**src/rtl/mem_access_ctrl.sv**
```systemverilog
// Memory access controller: arbitrates a fetch port and a data port onto one
// memory through a LOAD -> WAIT -> DONE sequence, with round-robin on ties.
module mem_access_ctrl #(
  parameter int ADDR_W   = 16,
  parameter int DATA_W   = 16,
  parameter int MEM_WAIT = 2
) (
  input  logic              MAC_clock,
  input  logic              MAC_reset_n,
  input  logic              fetch_req,
  input  logic [ADDR_W-1:0] fetch_addr,
  output logic              fetch_ack,
  output logic [DATA_W-1:0] fetch_rdata,
  input  logic              data_req,
  input  logic              data_we,
  input  logic [ADDR_W-1:0] data_addr,
  input  logic [DATA_W-1:0] data_wdata,
  output logic              data_ack,
  output logic [DATA_W-1:0] data_rdata,
  output logic              mar_load_en,
  output logic [ADDR_W-1:0] mar_addr,
  output logic              mem_en,
  output logic              mem_we,
  output logic [DATA_W-1:0] mem_wdata,
  input  logic [DATA_W-1:0] mem_rdata,
  output logic              busy
);

  typedef enum logic [1:0] {IDLE, LOAD, WAIT, DONE} state_t;

  typedef struct packed {
    logic              owner_data;
    logic              we;
    logic [ADDR_W-1:0] addr;
    logic [DATA_W-1:0] wdata;
  } txn_t;

  localparam logic [3:0] WAIT_LAST = 4'(MEM_WAIT);

  state_t     state;
  txn_t       txn;
  txn_t       req_txn;
  logic [3:0] cnt;
  logic       last_data;
  logic       pick_data;

  // Data wins only when fetch is absent or fetch was served last.
  always_comb begin
    pick_data = data_req & (~fetch_req | ~last_data);
    req_txn   = '{owner_data: pick_data,
                  we:         pick_data & data_we,
                  addr:       pick_data ? data_addr : fetch_addr,
                  wdata:      pick_data ? data_wdata : '0};
  end

  // Outputs are registered alongside the state so each one reflects the
  // state being entered on the same edge.
  always_ff @(posedge MAC_clock or negedge MAC_reset_n) begin
    if (!MAC_reset_n) begin
      state       <= IDLE;
      txn         <= '0;
      cnt         <= '0;
      last_data   <= 1'b1;
      fetch_ack   <= 1'b0;
      data_ack    <= 1'b0;
      fetch_rdata <= '0;
      data_rdata  <= '0;
      mar_load_en <= 1'b0;
      mar_addr    <= '0;
      mem_en      <= 1'b0;
      mem_we      <= 1'b0;
      mem_wdata   <= '0;
      busy        <= 1'b0;
    end else begin
      mar_load_en <= 1'b0;
      mar_addr    <= '0;
      mem_en      <= 1'b0;
      mem_we      <= 1'b0;
      mem_wdata   <= '0;
      fetch_ack   <= 1'b0;
      data_ack    <= 1'b0;
      case (state)
        IDLE: begin
          if (fetch_req || data_req) begin
            state       <= LOAD;
            txn         <= req_txn;
            last_data   <= pick_data;
            mar_load_en <= 1'b1;
            mar_addr    <= req_txn.addr;
            busy        <= 1'b1;
          end
        end
        LOAD: begin
          state     <= WAIT;
          cnt       <= 4'd1;
          mem_en    <= 1'b1;
          mem_we    <= txn.we;
          mem_wdata <= txn.wdata;
        end
        WAIT: begin
          if (cnt == WAIT_LAST) begin
            state     <= DONE;
            fetch_ack <= ~txn.owner_data;
            data_ack  <= txn.owner_data;
            if (!txn.we) begin
              if (txn.owner_data) data_rdata  <= mem_rdata;
              else                fetch_rdata <= mem_rdata;
            end
          end else begin
            cnt       <= cnt + 4'd1;
            mem_en    <= 1'b1;
            mem_we    <= txn.we;
            mem_wdata <= txn.wdata;
          end
        end
        DONE: begin
          state <= IDLE;
          busy  <= 1'b0;
        end
        default: begin
          state <= IDLE;
          busy  <= 1'b0;
        end
      endcase
    end
  end

endmodule
```
**config.mk**
```make
export PLATFORM = sky130hd
export DESIGN_NAME = mem_access_ctrl
export DESIGN_NICKNAME = d
export VERILOG_FILES = /design/src/rtl/mem_access_ctrl.sv
export SDC_FILE = /design/constraint.sdc
export NUM_CORES = 1
export LEC_CHECK = 0
export ABC_AREA = 1
export CORE_MARGIN = 2
export CORE_UTILIZATION = 45
export DETAILED_ROUTE_END_ITERATION = 6
export PLACE_DENSITY = 0.8
export RECOVER_POWER = 100
export SLEW_MARGIN = 40
export SYNTH_ARGS = -nofsm -noshare
export SYNTH_HDL_FRONTEND = slang
export SYNTH_SLANG_ARGS = --single-unit
```
**constraint.sdc**
```tcl
create_clock -name MAC_clock -period 2.6 [get_ports MAC_clock]
set_input_delay 0.52 -clock MAC_clock [delete_from_list [all_inputs] [get_ports MAC_clock]]
set_output_delay 0.52 -clock MAC_clock [all_outputs]
set_load 0.005 [all_outputs]
```
==> impl_metrics.py, run 1 <==
metrics = {
    "synth": {
        "synth_area_per_cell_um2": 9.13,
        "synthTopCellsByArea": "dfrtp_1 (60%), nand2_1 (13%), nand3_1 (7.1%)",
        "ys_ff_latch": 95,
        "syn_nets": 505,
        "synth_cell_types": 22,
        "yosysTopAreaCell": "dfrtp_1",
        "synth_seq_area_share": 0.606,
        "netlist.area_leader.share": 0.599,
        "synth_cells": 430,
        "synth_edf_count": 0,
        "netlist_area_um2": 3930,
        "ys_warn_count": 0,
        "synthFlopType": "dfrtp_1",
        "async_flop_share": 1.00,
    },
    "status": {
        "status": "finished clean",
    },
    "cts": {
        "htreeDepth": 3,
        "cts_resized": 0,
        "max-clock-path-buffers": 2,
        "cts_root_buffer": "clkbuf_8",
        "insertion_delay_ns": 0.36,
        "clk_pin_slew_ns": 0.09,
        "cts_tree": "built",
        "cts_buffers": 9,
        "cts_sinks": 95,
        "post-cts-setup-buffers": 0,
        "holdBufCountCts": 0,
    },
    "finish": {
        "final_cell_mix": "nand2_1 (135), dfrtp_1 (94), dlygate4sd3_1 (70), clkdlybuf4s50_1 (67), nand3_1 (58)",
        "finalInstanceArea_um2": 5610,
        "nNetsFinal": 639,
        "area_growth_pct": 42.8,
        "antennaDiodeCount": 0,
        "layout_commonest_cell": "nand2_1",
        "layout-drive-gt1-share": 0.0598,
        "final_util": 0.652,
    },
    "global_route": {
        "grt_pass1_vias": 3556,
        "gr-total-overflow": 0,
        "grt_start_max_net_pins": 60,
        "grt_pass1_wl_um": 16700,
        "track_usage": 0.219,
        "antenna_found_initial": 0,
    },
    "pwr": {
        "p_per_area_nw_per_um2": 1030,
        "ir_drop_mv": 0.580,
        "power_leakage_nw": 2.66,
    },
    "detailed_routing": {
        "drc_errors": 0,
        "first_pass_iters": 5,
        "finalWirelength_um": 9890,
        "drtIter0Drc": 205,
        "num_vias": 3540,
        "wl_per_cell_um": 14.6,
        "routed_via_density": 5.23,
        "antenna_left": 0,
    },
    "sta": {
        "max_freq_mhz": 478,
        "relSlewSlack": 0.0117,
        "finalCritPeriodShare": 0.805,
        "setup_violations": 0,
        "post-route-min-period_ns": 2.09,
        "finalHoldWorstSlack_ns": 0.474,
        "slew_viol_final": 0,
        "rsz0062_at_grt": "no",
        "fin_skew_ns": 0.0117,
        "hold_viol_final": 0,
        "setup_tns_ns": 0,
        "worst_pin_slew_ns": 1.48,
        "fin_ws_ns": 0.506,
    },
    "worst_setup_path": {
        "slowest_stage": "nand3_1",
        "required_ns": 2.84,
        "cp.arrival_ns": 2.33,
        "worst-path-max-fanout": 18,
        "cpPeakStageDelay_ns": 0.56,
        "crit_top_cell": "nand2_1",
        "critPathCaptureType": "flop",
        "reg2reg_slack_ns": 0.51,
        "worst_setup_path_start_kind": "flop",
        "path_class": "flop to flop",
        "crit_chain": "inv_1 > ha_1 > nand2_1 > nor2_4 > nand3_1 > nand2_1 > nand2_1",
    },
    "job": {
        "cap_violations": 0,
    },
    "floorplan": {
        "initial_core_util": 0.457,
        "fp.coreArea_um2": 8590,
        "die_x_um": 97.4,
        "rows": 34,
        "dieArea_um2": 9490,
        "die_h_um": 97.4,
        "io_pins": 139,
    },
    "place": {
        "pre_cts_ws_ns": 0.646,
        "post_dp_cell_area_um2": 5400,
        "hpwl_um": 6960,
        "io_buffers": 138,
        "gp_congestion": 0.796,
    },
    "worst_hold_path": {
        "hp-class": "flop to flop",
    },
}
metrics by stage:
step                power, mW  cells
floorplan                3.63    430
global placement         4.83    661
detailed placement       4.93    661
CTS                      6.01    677
global route             6.23    677
finish                   5.78    677
worst paths after layout:
check                               from             to  cells past startpoint
setup / recovery                  cnt[0]  data_rdata[3]                      7
hold / removal             data_rdata[1]  data_rdata[1]                      2
setup reg to reg                  cnt[0]  data_rdata[3]                      7
hold reg to reg            data_rdata[1]  data_rdata[1]                      2
max in group asynchronous    MAC_reset_n   mem_wdata[4]                      1
min in group asynchronous    MAC_reset_n  data_rdata[4]                      1
worst max-delay path, delay by kind of cell (launching register included):
family,cells,cell delay (ns)
and+or+nand+nor,5,1.29
DFF,1,0.44
adders and majority gates,1,0.18
buffers and inverters,1,0.08
power by group:
group          internal (mW)  leakage [nW]  total (mW)  switching (mW)
clock                  0.549         0.104        1.07           0.521
combinational           1.03          1.38        2.31            1.28
sequential              2.06          1.18        2.40           0.342
area by class of cell:
cell class	count	area, µm²
tap	108	135
clock inverter	6	92.6
inverter	14	52.6
multi-input combinational	298	1370
timing repair buffer	146	1450
sequential	95	2380
fill	702	2990
clock buffer	10	128
cells by family after synthesis:
kind of cell,share of synthesized area
adders and majority gates,0.0191
AOI/OAI and AO/OA,0.0510
buffers and inverters,0.0418
and+or+nand+nor,0.280
DFF,0.606
xor gates and xnor gates,0.00223
synthesized netlist by cell type, types with 5 or more instances:
cell type / n
nand2_1: 134
o21ai_0: 22
inv_1: 6
a21oi_1: 18
nand3_1: 56
nand4_1: 17
dfrtp_1: 94
clkbuf_1: 10
nor2_1: 36
inv_2: 5
ha_1: 6
buf_2: 11
routing by layer:
layer / wire, µm / part of all wire / vias to the layer above / global-route usage
li1: - / - / 1673 / -
met1: 3950 / 0.40 / 1688 / 0.282
met2: 4950 / 0.50 / 161 / 0.364
met3: 778 / 0.079 / 18 / 0.0511
met4: 215 / 0.022 / 0 / 0.0759
met5: 0 / 0 / - / 0
sequential cells by signal (all words and copies together), names as in the netlist:
register     cells
state            2
txn             18
mem_en           1
mem_we           1
fetch_ack        1
mem_wdata       16
data_ack         1
last_data        1
mar_addr        16
cnt              4
data_rdata      16
busy             1
fetch_rdata     16
mar_load_en      1
Power figures use the tool's default switching activity.
==> run 2, diff against run 1 <==
==> constraint.sdc (replaced) <==
create_clock -name MAC_clock -period 2.2 [get_ports MAC_clock]
set_input_delay 0.44 -clock MAC_clock [delete_from_list [all_inputs] [get_ports MAC_clock]]
set_output_delay 0.44 -clock MAC_clock [all_outputs]
set_load 0.005 [all_outputs]
==> run 2 against run 1 <==
Die area unchanged. Critical path depth down 1. Clock skew is essentially flat. Final area rose by 0.51%. Sequential share of layout area is 0.22 points lower. Flip-flop and latch count unchanged. Register-to-register slack lost 0.29 ns. Power rose by 21%. Global-route usage grew 0.70 points. Critical path type unchanged. Largest cell class unchanged.
==> impl_metrics.py, run 2 (same netlist as run 1, synthesis figures left out) <==
metrics = {
    "sta": {
        "rsz0062_at_grt": "no",
        "setup_violations": 0,
        "fin_ws_ns": 0.221,
        "hold_viol_final": 0,
        "fin_skew_ns": 0.0113,
        "setup_tns_ns": 0,
        "relSlewSlack": 0.253,
        "slew_viol_final": 0,
        "worst_pin_slew_ns": 1.12,
        "max_freq_mhz": 505,
        "finalCritPeriodShare": 0.900,
        "post-route-min-period_ns": 1.98,
    },
    "global_route": {
        "track_usage": 0.226,
        "grt_start_max_net_pins": 48,
        "antenna_found_initial": 0,
        "grt_pass1_wl_um": 17200,
        "gr-total-overflow": 0,
        "grt_pass1_vias": 3559,
    },
    "cts": {
        "max-clock-path-buffers": 2,
        "cts_resized": 0,
        "cts_root_buffer": "clkbuf_8",
        "htreeDepth": 3,
        "post-cts-setup-buffers": 0,
        "cts_buffers": 9,
        "holdBufCountCts": 0,
        "cts_sinks": 95,
        "clk_pin_slew_ns": 0.10,
        "insertion_delay_ns": 0.37,
        "cts_tree": "built",
    },
    "place": {
        "gp_congestion": 0.766,
        "pre_cts_ws_ns": 0.289,
        "place_inst": 664,
        "post_dp_cell_area_um2": 5440,
        "hpwl_um": 7130,
        "io_buffers": 138,
    },
    "finish": {
        "regArea_um2": 2380,
        "antennaDiodeCount": 0,
        "nNetsFinal": 642,
        "layout_commonest_cell": "nand2_1",
        "final_cells": 680,
        "finalInstanceArea_um2": 5630,
        "largest_register": "txn",
        "layout-drive-gt1-share": 0.0647,
        "area_growth_pct": 43.5,
        "largest_reg_flops": 18,
        "final_cell_mix": "nand2_1 (134), dfrtp_1 (94), dlygate4sd3_1 (70), clkdlybuf4s50_1 (67), nand3_1 (56)",
        "multiInputGateArea_um2": 1380,
        "fillCellCount": 705,
    },
    "floorplan": {
        "die_x_um": 97.4,
        "io_pins": 139,
        "fp.coreArea_um2": 8590,
        "rows": 34,
        "initial_core_util": 0.457,
        "dieArea_um2": 9490,
        "die_h_um": 97.4,
    },
    "pwr": {
        "power_leakage_nw": 2.68,
        "seqPwrFrac": 0.406,
        "internal_power_mw": 4.43,
        "ir_drop_mv": 0.586,
        "p_sw_frac": 0.367,
        "clock_power_share": 0.198,
        "p_per_area_nw_per_um2": 1240,
        "p_sw_mw": 2.57,
        "p_comb_frac": 0.395,
    },
    "worst_hold_path": {
        "hp-class": "input pin to async pin",
    },
    "detailed_routing": {
        "drc_errors": 0,
        "antenna_left": 0,
        "first_pass_iters": 4,
        "routed_via_density": 5.16,
        "finalWirelength_um": 10100,
        "num_vias": 3510,
        "wl_per_cell_um": 14.9,
        "drtIter0Drc": 171,
    },
    "worst_setup_path": {
        "slowest_stage": "ha_1",
        "worst-path-max-fanout": 16,
        "worst_setup_path_start_kind": "flop",
        "cp.arrival_ns": 2.29,
        "cp-startpoint": "state[0]",
        "path_class": "flop to flop",
        "rr_startpoint": "state[0]",
        "crit_chain": "inv_1 > ha_1 > nand3_1 > inv_1 > nand3_1 > nand2_1",
        "cpPeakStageDelay_ns": 0.48,
        "required_ns": 2.51,
        "critPathCaptureType": "flop",
    },
    "status": {
        "status": "finished clean",
    },
    "job": {
        "cap_violations": 0,
    },
}
-- run 2: cell types whose count changed in the layout (fill, tap and decap cells not counted), sizes merged --
cell      previous run  this run
clkinvlp             2         1
bufinv               2         3
clkbuf              11        14
-- run 2: final cells by class --
class | instances | area share
timing repair buffer | 149 | 0.257
multi-input combinational | 298 | 0.244
sequential | 95 | 0.422
tap | 108 | 0.0240
inverter | 14 | 0.00933
clock buffer | 10 | 0.0227
clock inverter | 6 | 0.0204
-- run 2: through the flow --
stage          power, mW  hold WS [ns]  utilization
6_report            7.00         0.280        0.656
5_1_grt             7.50         0.355        0.656
4_1_cts             7.26        0.0933        0.661
3_5_place_dp        5.87         0.460        0.632
3_3_place_gp        5.73         0.454        0.632
2_1_floorplan       4.29         0.144            -
-- run 2: worst max-delay path: cells and delay by family, from the launching register on --
family,cells,cell delay (ns)
fa+ha+maj,1,0.48
buf+inv,2,0.54
simple gates,3,0.48
flops,1,0.42
-- run 2: metal layers --
metal / vias up / GRT usage / wire length, µm
li1: 1679 / - / -
met5: - / 0 / 0
met4: 0 / 0.0812 / 211
met2: 125 / 0.373 / 4960
met3: 16 / 0.0576 / 710
met1: 1690 / 0.289 / 4230
-- run 2: path summary, 6_finish.rpt --
check | slack, ns | to | cells past startpoint
min in group MAC_clock | 0.47 | fetch_rdata[3] | 2
min | 0.28 | fetch_rdata[1] | 1
max | 0.22 | data_rdata[0] | 6
max in group asynchronous | 0.69 | mem_en | 2
max reg2reg | 0.22 | data_rdata[0] | 6
min reg2reg | 0.47 | fetch_rdata[3] | 2
-- run 2: power by group through the flow --
stage	clock [mW]	sequential (mW)	combinational (mW)
6_report	1.39	2.84	2.77
5_1_grt	1.48	2.93	3.09
4_1_cts	1.40	2.86	2.99
3_5_place_dp	0	2.89	2.98
3_3_place_gp	0	2.87	2.87
2_1_floorplan	0	2.86	1.43
